File: config.mk
export PLATFORM = sky130hd
export DESIGN_NAME = slew_monitor
export DESIGN_NICKNAME = d
export VERILOG_FILES = /design/src/rtl/slew_pkg.sv /design/src/rtl/slew_abs_delta.sv /design/src/rtl/slew_monitor.sv
export SDC_FILE = /design/constraint.sdc
export NUM_CORES = 1
export LEC_CHECK = 0
export CORE_UTILIZATION = 32
export CTS_BUF_LIST = sky130_fd_sc_hd__clkbuf_4 sky130_fd_sc_hd__clkbuf_8
export DETAILED_ROUTE_END_ITERATION = 10
export PLACE_DENSITY = 0.61
export SLEW_MARGIN = 20
export SYNTH_ARGS = -nofsm -noshare
export SYNTH_HDL_FRONTEND = slang
export SYNTH_SLANG_ARGS = --single-unit
File: constraint.sdc
create_clock -name clk -period 5.5 [get_ports clk]
set_input_delay 1.375 -clock clk [delete_from_list [all_inputs] [get_ports clk]]
set_output_delay 1.375 -clock clk [all_outputs]
set_load 0.05 [all_outputs]
File: src/rtl/slew_pkg.sv
// Shared definitions for the slew-rate checker: FSM state encoding,
// default widths, and the saturating-counter helper.
// Latency: n/a (package). Backpressure: n/a.
package slew_pkg;

  localparam int DEF_DATA_W = 6;
  localparam int DEF_STEP_W = 3;
  localparam int DEF_CNT_W  = 8;

  // Plain 2-bit constants so older tooling and waveform viewers see stable codes.
  typedef logic [1:0] state_t;
  localparam state_t ST_IDLE    = 2'd0;  // no reference sample held
  localparam state_t ST_TRACK   = 2'd1;  // reference held, not yet settled
  localparam state_t ST_SETTLED = 2'd2;  // target reached and held

  // Increment v, holding at 2^w-1. Callers cast the result back to their width.
  function automatic logic [31:0] sat_inc(input logic [31:0] v, input int unsigned w);
    logic [31:0] max_v;
    max_v = (w >= 32) ? '1 : ((32'd1 << w) - 32'd1);
    return (v >= max_v) ? v : (v + 32'd1);
  endfunction

endpackage

File: src/rtl/slew_abs_delta.sv
// Combinational |a-b| without wrap, plus slew legality against step_size
// with the direct-load exemption (a == target and target <= step_size).
// Latency: 0 cycles (pure combinational). Backpressure: none.
//
// Ports:
//   a, b        : current sample and previous reference
//   target      : unlimited value the limiter is tracking
//   step_size   : maximum permitted change per sample
//   delta       : |a-b| at DATA_W+1 bits
//   legal       : change is within the slew limit or exempt
module slew_abs_delta
  import slew_pkg::*;
#(
  parameter int DATA_W = DEF_DATA_W,
  parameter int STEP_W = DEF_STEP_W
) (
  input  logic [DATA_W-1:0] a,
  input  logic [DATA_W-1:0] b,
  input  logic [DATA_W-1:0] target,
  input  logic [STEP_W-1:0] step_size,
  output logic [DATA_W:0]   delta,
  output logic              legal
);

  // Common compare width so neither operand is truncated.
  localparam int CW = (DATA_W + 1 > STEP_W) ? DATA_W + 1 : STEP_W;

  logic [DATA_W:0] a_x;
  logic [DATA_W:0] b_x;
  logic [CW-1:0]   d_cmp;
  logic [CW-1:0]   s_cmp;
  logic [CW-1:0]   t_cmp;
  logic            within_step;
  logic            exempt;

  assign a_x   = {1'b0, a};
  assign b_x   = {1'b0, b};
  assign delta = (a_x >= b_x) ? (a_x - b_x) : (b_x - a_x);

  assign d_cmp = CW'(delta);
  assign s_cmp = CW'(step_size);
  assign t_cmp = CW'(target);

  assign within_step = (d_cmp <= s_cmp);
  // The limiter loads small targets directly instead of ramping to them.
  assign exempt      = (a == target) && (t_cmp <= s_cmp);
  assign legal       = within_step || exempt;

endmodule

File: src/rtl/slew_monitor.sv
// Slew-rate checker on a rate-limited stream: counts violations, captures the
// first offending delta, and measures time-to-settle on target.
// Latency: all outputs registered, 1 cycle after the valid sample. Backpressure: none (always accepts).
//
// Ports:
//   clk, reset, clear : clock, sync active-high reset, sync soft clear (same effect)
//   valid, sample     : sample strobe and rate-limited data
//   target, step_size : value being tracked and permitted per-sample change
//   violation, viol_count, first_delta : sticky flag, saturating count, first |delta|
//   settled, settle_time, busy         : SETTLED state, latched settle time, TRACK state
module slew_monitor
  import slew_pkg::*;
#(
  parameter int DATA_W      = DEF_DATA_W,
  parameter int STEP_W      = DEF_STEP_W,
  parameter int CNT_W       = DEF_CNT_W,
  parameter int SETTLE_HOLD = 4
) (
  input  logic              clk,
  input  logic              reset,
  input  logic              clear,
  input  logic              valid,
  input  logic [DATA_W-1:0] sample,
  input  logic [DATA_W-1:0] target,
  input  logic [STEP_W-1:0] step_size,
  output logic              violation,
  output logic [CNT_W-1:0]  viol_count,
  output logic [DATA_W-1:0] first_delta,
  output logic              settled,
  output logic [CNT_W-1:0]  settle_time,
  output logic              busy
);

  state_t            state_q, state_d;
  logic [DATA_W-1:0] prev_q, prev_d;
  logic [DATA_W-1:0] tgt_q;
  logic              violation_q, violation_d;
  logic [CNT_W-1:0]  viol_cnt_q, viol_cnt_d;
  logic [DATA_W-1:0] first_delta_q, first_delta_d;
  logic [CNT_W-1:0]  timer_q, timer_d;
  logic [CNT_W-1:0]  settle_time_q, settle_time_d;
  logic [3:0]        match_q, match_d;

  logic [DATA_W:0]   delta;
  logic              legal;
  logic              on_tgt;
  logic              tgt_chg;
  logic [3:0]        match_base;

  slew_abs_delta #(
    .DATA_W (DATA_W),
    .STEP_W (STEP_W)
  ) u_delta (
    .a         (sample),
    .b         (prev_q),
    .target    (target),
    .step_size (step_size),
    .delta     (delta),
    .legal     (legal)
  );

  assign on_tgt  = (sample == target);
  assign tgt_chg = (target != tgt_q);

  always_comb begin
    state_d       = state_q;
    prev_d        = prev_q;
    violation_d   = violation_q;
    viol_cnt_d    = viol_cnt_q;
    first_delta_d = first_delta_q;
    timer_d       = timer_q;
    settle_time_d = settle_time_q;
    match_d       = match_q;
    match_base    = 4'd0;

    // Slew check applies to every sample once a reference is held,
    // including the sample that knocks SETTLED back to TRACK.
    if (valid && (state_q != ST_IDLE)) begin
      prev_d = sample;
      if (!legal) begin
        violation_d = 1'b1;
        viol_cnt_d  = CNT_W'(sat_inc(32'(viol_cnt_q), CNT_W));
        if (!violation_q) begin
          first_delta_d = DATA_W'(delta);
        end
      end
    end

    case (state_q)
      ST_IDLE: begin
        if (valid) begin
          prev_d  = sample;
          timer_d = CNT_W'(1);
          match_d = on_tgt ? 4'd1 : 4'd0;
          // SETTLE_HOLD of 1 lets the very first on-target sample settle.
          if (match_d == 4'(SETTLE_HOLD)) begin
            settle_time_d = timer_d;
            state_d       = ST_SETTLED;
          end else begin
            state_d = ST_TRACK;
          end
        end
      end

      ST_TRACK: begin
        if (valid) begin
          timer_d    = CNT_W'(sat_inc(32'(timer_q), CNT_W));
          // A target move restarts the on-target run, but the sample itself may still count.
          match_base = tgt_chg ? 4'd0 : match_q;
          match_d    = on_tgt ? (match_base + 4'd1) : 4'd0;
          if (match_d == 4'(SETTLE_HOLD)) begin
            settle_time_d = timer_d;
            state_d       = ST_SETTLED;
          end
        end else if (tgt_chg) begin
          match_d = 4'd0;
        end
      end

      ST_SETTLED: begin
        if (tgt_chg || (valid && !on_tgt)) begin
          state_d = ST_TRACK;
          timer_d = '0;
          match_d = 4'd0;
        end
      end

      default: begin
        state_d = ST_IDLE;
      end
    endcase
  end

  always_ff @(posedge clk) begin
    if (reset || clear) begin
      state_q       <= ST_IDLE;
      prev_q        <= '0;
      tgt_q         <= '0;
      violation_q   <= 1'b0;
      viol_cnt_q    <= '0;
      first_delta_q <= '0;
      timer_q       <= '0;
      settle_time_q <= '0;
      match_q       <= 4'd0;
    end else begin
      state_q       <= state_d;
      prev_q        <= prev_d;
      tgt_q         <= target;
      violation_q   <= violation_d;
      viol_cnt_q    <= viol_cnt_d;
      first_delta_q <= first_delta_d;
      timer_q       <= timer_d;
      settle_time_q <= settle_time_d;
      match_q       <= match_d;
    end
  end

  assign violation   = violation_q;
  assign viol_count  = viol_cnt_q;
  assign first_delta = first_delta_q;
  assign settle_time = settle_time_q;
  assign settled     = (state_q == ST_SETTLED);
  assign busy        = (state_q == ST_TRACK);

endmodule

======== Yosys cells after proc, flatten, opt, wreduce, memory -nomap -nowiden ========
Index checks and enable logic that the tools add are counted.
word-level totals
  register bits ........................... 49
  input bits .............................. 19
  word-level logic and storage cells ...... 78
cells by class
  add/sub/neg operators ................... 5
  magnitude comparators ................... 5
  equality and inequality tests ........... 11
  multiplexer cells ....................... 27
  bitwise operators ....................... 3
  reductions and logical operators ........ 18
operators by type and width
  cell                                                                     count
  8-bit two-way mux                                                        8
  8-bit one-hot mux with 3 select lines                                    1
  4-bit two-way mux                                                        5
  6-bit two-way mux                                                        3
  8-bit by 1-bit adder with 8-bit output, second input constant            2
  8-bit greater-or-equal comparator, second input constant                 2
  8-bit one-hot mux with 2 select lines                                    1
  6-bit by 6-bit subtractor with 7-bit output                              2
  4-bit one-hot mux with 3 select lines                                    1
  2-bit two-way mux                                                        5
  3-bit AND reduction                                                      3
  4-bit AND reduction                                                      2
  7-bit by 3-bit <= comparator with 1-bit output                           1
  7-bit two-way mux                                                        1
  6-bit == test                                                            1
  6-bit greater-or-equal comparator                                        1
  6-bit by 3-bit <= comparator with 1-bit output                           1
  2-bit inequality test, second input constant                             3
  6-bit inequality test                                                    1
  2-bit one-hot mux with 3 select lines                                    1
  5-bit AND reduction                                                      1
  4-bit by 1-bit adder with 4-bit output, second input constant            1
  4-bit by 3-bit == test with 1-bit output, second input constant          1
  2-bit by 1-bit inequality test with 1-bit output, second input constant  2
  other kinds (12)                                                         19

======== Logic depth before layout (Yosys ltp) ========
Gate-level depths: netlist of the first run.
  word-level depth ........................ 8
  mapped depth ............................ 17

======== Modules after synthesis ========
From an unflattened synthesis of the first run, not the netlist that was laid out.
second synthesis, totals
  cells, all modules ...................... 412
  area total of the unflattened synthesis .. 3442.1 µm²
by module, submodules not included
  module          instances  cells each  area an instance (µm²)  sequential area each (µm²)
  slew_monitor    1          306         2602.5                  980.9
  slew_abs_delta  1          106         839.6                   0.0

======== Least setup slack after synthesis of the first run ========
Ideal clock, no wire load.
  kind .................................... input to register
  from .................................... in sample[3]
  to ...................................... reg first_delta_q[5], in the netlist first_delta[5]
  library setup time ...................... 0.116 ns
  data arrival time ....................... 4.597 ns
  required time ........................... 5.384 ns
  slack ................................... 0.786 ns
  cell stages on the path ................. 16
  buffers on the path ..................... 2
  cells stage by stage .................... inv_1 > ha_1 > buf_6 > and3_4 > a41o_1 > nor2_1 > mux2_2 > ha_1 > a21o_1 > a21oi_1 > a31oi_1 > a311o_1 > o31ai_4 > buf_6 > nor2_4 > o211a_1
on the way
  word-level cells in the longest chain between the ends .. 6
  elaborated cells between the ends (all ways) .. 10
  classes of those cells .................. 2 x add/sub; 2 x order compare; 1 x eq/ne; 1 x mux; 1 x bitwise; 3 x reduce/logical
ends and longest elaborated chain
  element                                         line                  source
  from (decl)                                     slew_monitor.sv:23    input logic [DATA_W-1:0] sample,
  6-bit greater-or-equal comparator               slew_abs_delta.sv:38  assign delta = (a_x >= b_x) ? (a_x - b_x) : (b_x - a_x);
  7-bit two-way mux                               slew_abs_delta.sv:38
  named net delta[1]                              slew_monitor.sv:44    logic [DATA_W:0] delta;
  7-bit by 3-bit <= comparator with 1-bit output  slew_abs_delta.sv:44  assign within_step = (d_cmp <= s_cmp);
  1-bit logical OR                                slew_abs_delta.sv:47  assign legal = within_step || exempt;
  1-bit inverter (no line)                        n/a
  3-bit AND reduction (no line)                   n/a
  to (signal assigned)                            slew_monitor.sv:151   first_delta_q <= first_delta_d;
  to (decl)                                       slew_monitor.sv:39    logic [DATA_W-1:0] first_delta_q, first_delta_d;
The timed path passes the listed nets, and every way through them passes these cells.
A chain may end at the register's enable or synchronous reset.

======== Final worst setup path of the first run ========
  from .................................... in sample[3]
  to ...................................... reg viol_cnt_q[4], in the netlist viol_count[4]
on the way
  word-level cells in the longest chain between the ends .. 6
  elaborated cells between the ends (all ways) .. 10
  classes of those cells .................. 2 x add/sub; 2 x order compare; 1 x eq/ne; 1 x mux; 1 x bitwise; 3 x reduce/logical
ends and longest elaborated chain
  element                                         line                  source
  6-bit greater-or-equal comparator               slew_abs_delta.sv:38
  7-bit two-way mux                               slew_abs_delta.sv:38
  named net delta[1]                              slew_monitor.sv:44
  7-bit by 3-bit <= comparator with 1-bit output  slew_abs_delta.sv:44
  1-bit logical OR                                slew_abs_delta.sv:47
  1-bit inverter (no line)                        n/a
  3-bit AND reduction (no line)                   n/a
  to (signal assigned)                            slew_monitor.sv:150   viol_cnt_q <= viol_cnt_d;
  to (decl)                                       slew_monitor.sv:38    logic [CNT_W-1:0] viol_cnt_q, viol_cnt_d;
The timed path passes the listed nets, and every way through them passes these cells.

==> impl_metrics.tcl, run 1 <==
set metrics [dict create \
    cts_tree "done" \
    drtIter0Drc 127 \
    start_kind "input port" \
    grt_pass1_vias 2674 \
    power_switching_w 0.000237 \
    async_reset_ff_share_pct 0 \
    wl_per_cell_um 13.7 \
    cp.required_ns 5.67 \
    rows 36 \
    synthTopCellsByCount "dfxtp_1 (49), inv_1 (33), nor2_1 (30)" \
    track_usage_pct 15.2 \
    drv_cap 0 \
    status "finished clean" \
    hold_viol 0 \
    ir_drop_mv 0.0999 \
    finalCriticalPeriod_ns 5.05 \
    min_path_type "reg -> reg" \
    grt_use_met2_pct 26.1 \
    arrival_ns 5.22 \
    ys_warn_count 0 \
    coreArea_um2 9770 \
    grt_pass1_wl_mm 12.7 \
    power_leakage_nw 1.52 \
    cts_hold_buf 0 \
    drcViolationCount 0 \
    dieHeight_um 102 \
    cts.clk_slew.worst_paths_ns 0.09 \
    clk_latency_ns 0.30 \
    ys_types 59 \
    fin_setup_tns_ns 0 \
    start_util_pct 33.0 \
    totalWireLength_mm 7.75 \
    maxSlewHeadroom_pct 54.3 \
    synth_top_area_share_pct 30.4 \
    worst_pin_slew_ns 0.685 \
    n_antenna_cell 0 \
    critPathLaunch "sample[3]" \
    met3_usage_pct 2.60 \
    ios 44 \
    min_from "first_delta[3]" \
    pwr_density_cell_nw_per_um2 217 \
    clock_power_share_pct 36.4 \
    p_sw_share_pct 27.6 \
    nNetsFinal 478 \
    numCtsBuffers 5 \
    antenna_found_initial 0 \
    numPortBuffers 43 \
    postCtsSetupRepairBufs 0 \
    fmax_mhz 198 \
    setup_viol 0 \
    drive_gt1_share_pct 7.18 \
    ys_ff_latch 49 \
    crit_type "in -> reg" \
    cts_resized 0 \
    area_growth_pct 22.5 \
    ys_top_cells_by_area "dfxtp_1 (30%), ha_1 (10%), mux2i_1 (5.3%), a21oi_1 (4.0%), inv_1 (3.8%)" \
    root_buffer "clkbuf_8" \
    critical_path.endpoint_type "flip-flop" \
    rsz0062_at_grt "no" \
    yosysMostFrequentCell "dfxtp_1" \
    fillerInstances 1014 \
    syn_nets 434 \
    skew_ns 0.00517 \
    die_area_um2 10500 \
    synth_area_leader_cell "dfxtp_1" \
    synth-edff-count 0 \
    grt_start_max_net_pins 32 \
    first_pass_iters 4 \
    vias 2865 \
    routed_via_density 5.07 \
    pwr-share-comb_pct 20.7 \
    die_w_um 102 \
    yosysSeqAreaShare_pct 30.4 \
    hpwlAfterDp_mm 6.01 \
    place_ws_ns 0.143 \
    grt_use_met1_pct 19.8 \
    cts_buffer_depth 2 \
    layout_setup_ws_ns 0.447 \
    synth-main-ff-cell "dfxtp_1" \
    cp_max_fo 13 \
    synthCells 387 \
    seqPwrFrac_pct 42.8 \
    htreeDepth 2 \
    gp_congestion 0.818 \
    synth.avg_cell_area_um2 8.33 \
    antenna_left 0 \
    grt-busiest-layer "met2" \
    period_share_pct 91.9 \
    grt_overflow_total 0 \
    p_int_w 0.000620 \
    drv_slew 0 \
    syn-cell-area_um2 3220 \
    cts_num_sinks 49 \
]
==> area by class of cell <==
class,count,area (µm²),area share [%]
multi-input cells,291,2050,51.9
flip-flops and latches,49,981,24.8
repair buffers,51,490,12.4
well taps,133,166,4.22
inverters,33,124,3.14
clock buffers,5,68.8,1.74
clock inverters,3,68.8,1.74
==> path summary, 6_finish.rpt <==
check	end	slack, ns	cells past startpoint
worst max register to register	viol_count[4]	1.79	15
worst min register to register	first_delta[3]	0.47	2
worst max-delay path	viol_count[4]	0.45	16
worst min-delay path	first_delta[3]	0.47	2
==> placed cells by master (no fill, tap or decap), types with 5 or more instances in the layout <==
master,synthesis,layout
buf_4,0,8
and2_1,9,9
a21oi_1,26,26
nand2_1,27,27
mux2i_1,17,17
xor2_1,9,9
and3_1,7,7
or3_1,6,6
inv_1,33,33
o21ai_0,8,8
ha_1,26,26
a31oi_1,9,9
clkdlybuf4s50_1,0,43
xnor2_1,10,10
clkbuf_8,0,5
nand3_1,18,18
dfxtp_1,49,49
nor2_1,30,30
or4_1,6,6
nor3_1,7,7
==> worst max-delay path, cell delays in order <==
cell             delay, ns
clkdlybuf4s50_1       0.55
inv_1                 0.07
ha_1                  0.34
and3_4                0.21
a41o_1                0.31
nor2_1                0.19
mux2_2                0.37
ha_1                  0.29
a21o_1                0.16
a21oi_1               0.14
a31oi_1               0.06
a311o_1               0.39
o31ai_4               0.32
buf_4                 0.24
or4_1                 0.13
a21oi_1               0.06
==> metal layers <==
metal	wire, µm	vias up	part of all wire, %
met3	257	10	3.3
met4	106	0	1.4
met5	0	-	0
li1	-	1464	-
met1	3680	1340	47
met2	3710	51	48
==> cell families (layout without fill, tap and decap cells) <==
| kind of cell | Yosys count | in the layout | share of synthesized area (%) |
|---|---|---|---|
| mux | 19 | 19 | 5.98 |
| fa+ha+maj | 28 | 28 | 11.3 |
| compound gates | 92 | 92 | 20.0 |
| simple gates | 133 | 133 | 21.1 |
| flops | 49 | 49 | 30.4 |
| xor+xnor | 19 | 19 | 5.17 |
| buf+inv | 47 | 92 | 5.98 |
==> per-stage QoR <==
step	area, µm²	utilization (%)	std cells	total power [W]	hold slack, ns
global route	3950	40.4	565	0.000899	0.491
global placement	3810	39.0	557	0.000551	0.450
floorplan	3220	-	387	0.000497	0.458
detailed placement	3810	39.0	557	0.000553	0.455
CTS	3950	40.4	565	0.000866	0.476
finish	3950	40.4	565	0.000858	0.469
==> power groups by stage <==
stage	clock, W	sequential (W)	combinational [W]
floorplan	0	0.000382	0.000115
global placement	0	0.000376	0.000175
detailed placement	0	0.000376	0.000177
CTS	0.000321	0.000368	0.000178
global route	0.000335	0.000369	0.000196
finish	0.000312	0.000367	0.000178
(Power assumes the default switching activity.)
==> run 2, diff against run 1 <==
CTS_CLUSTER_DIAMETER = 50   (was default)
==> results of run 2 <==
No change in the layout: final DEF, timing and power equal those of run 1.
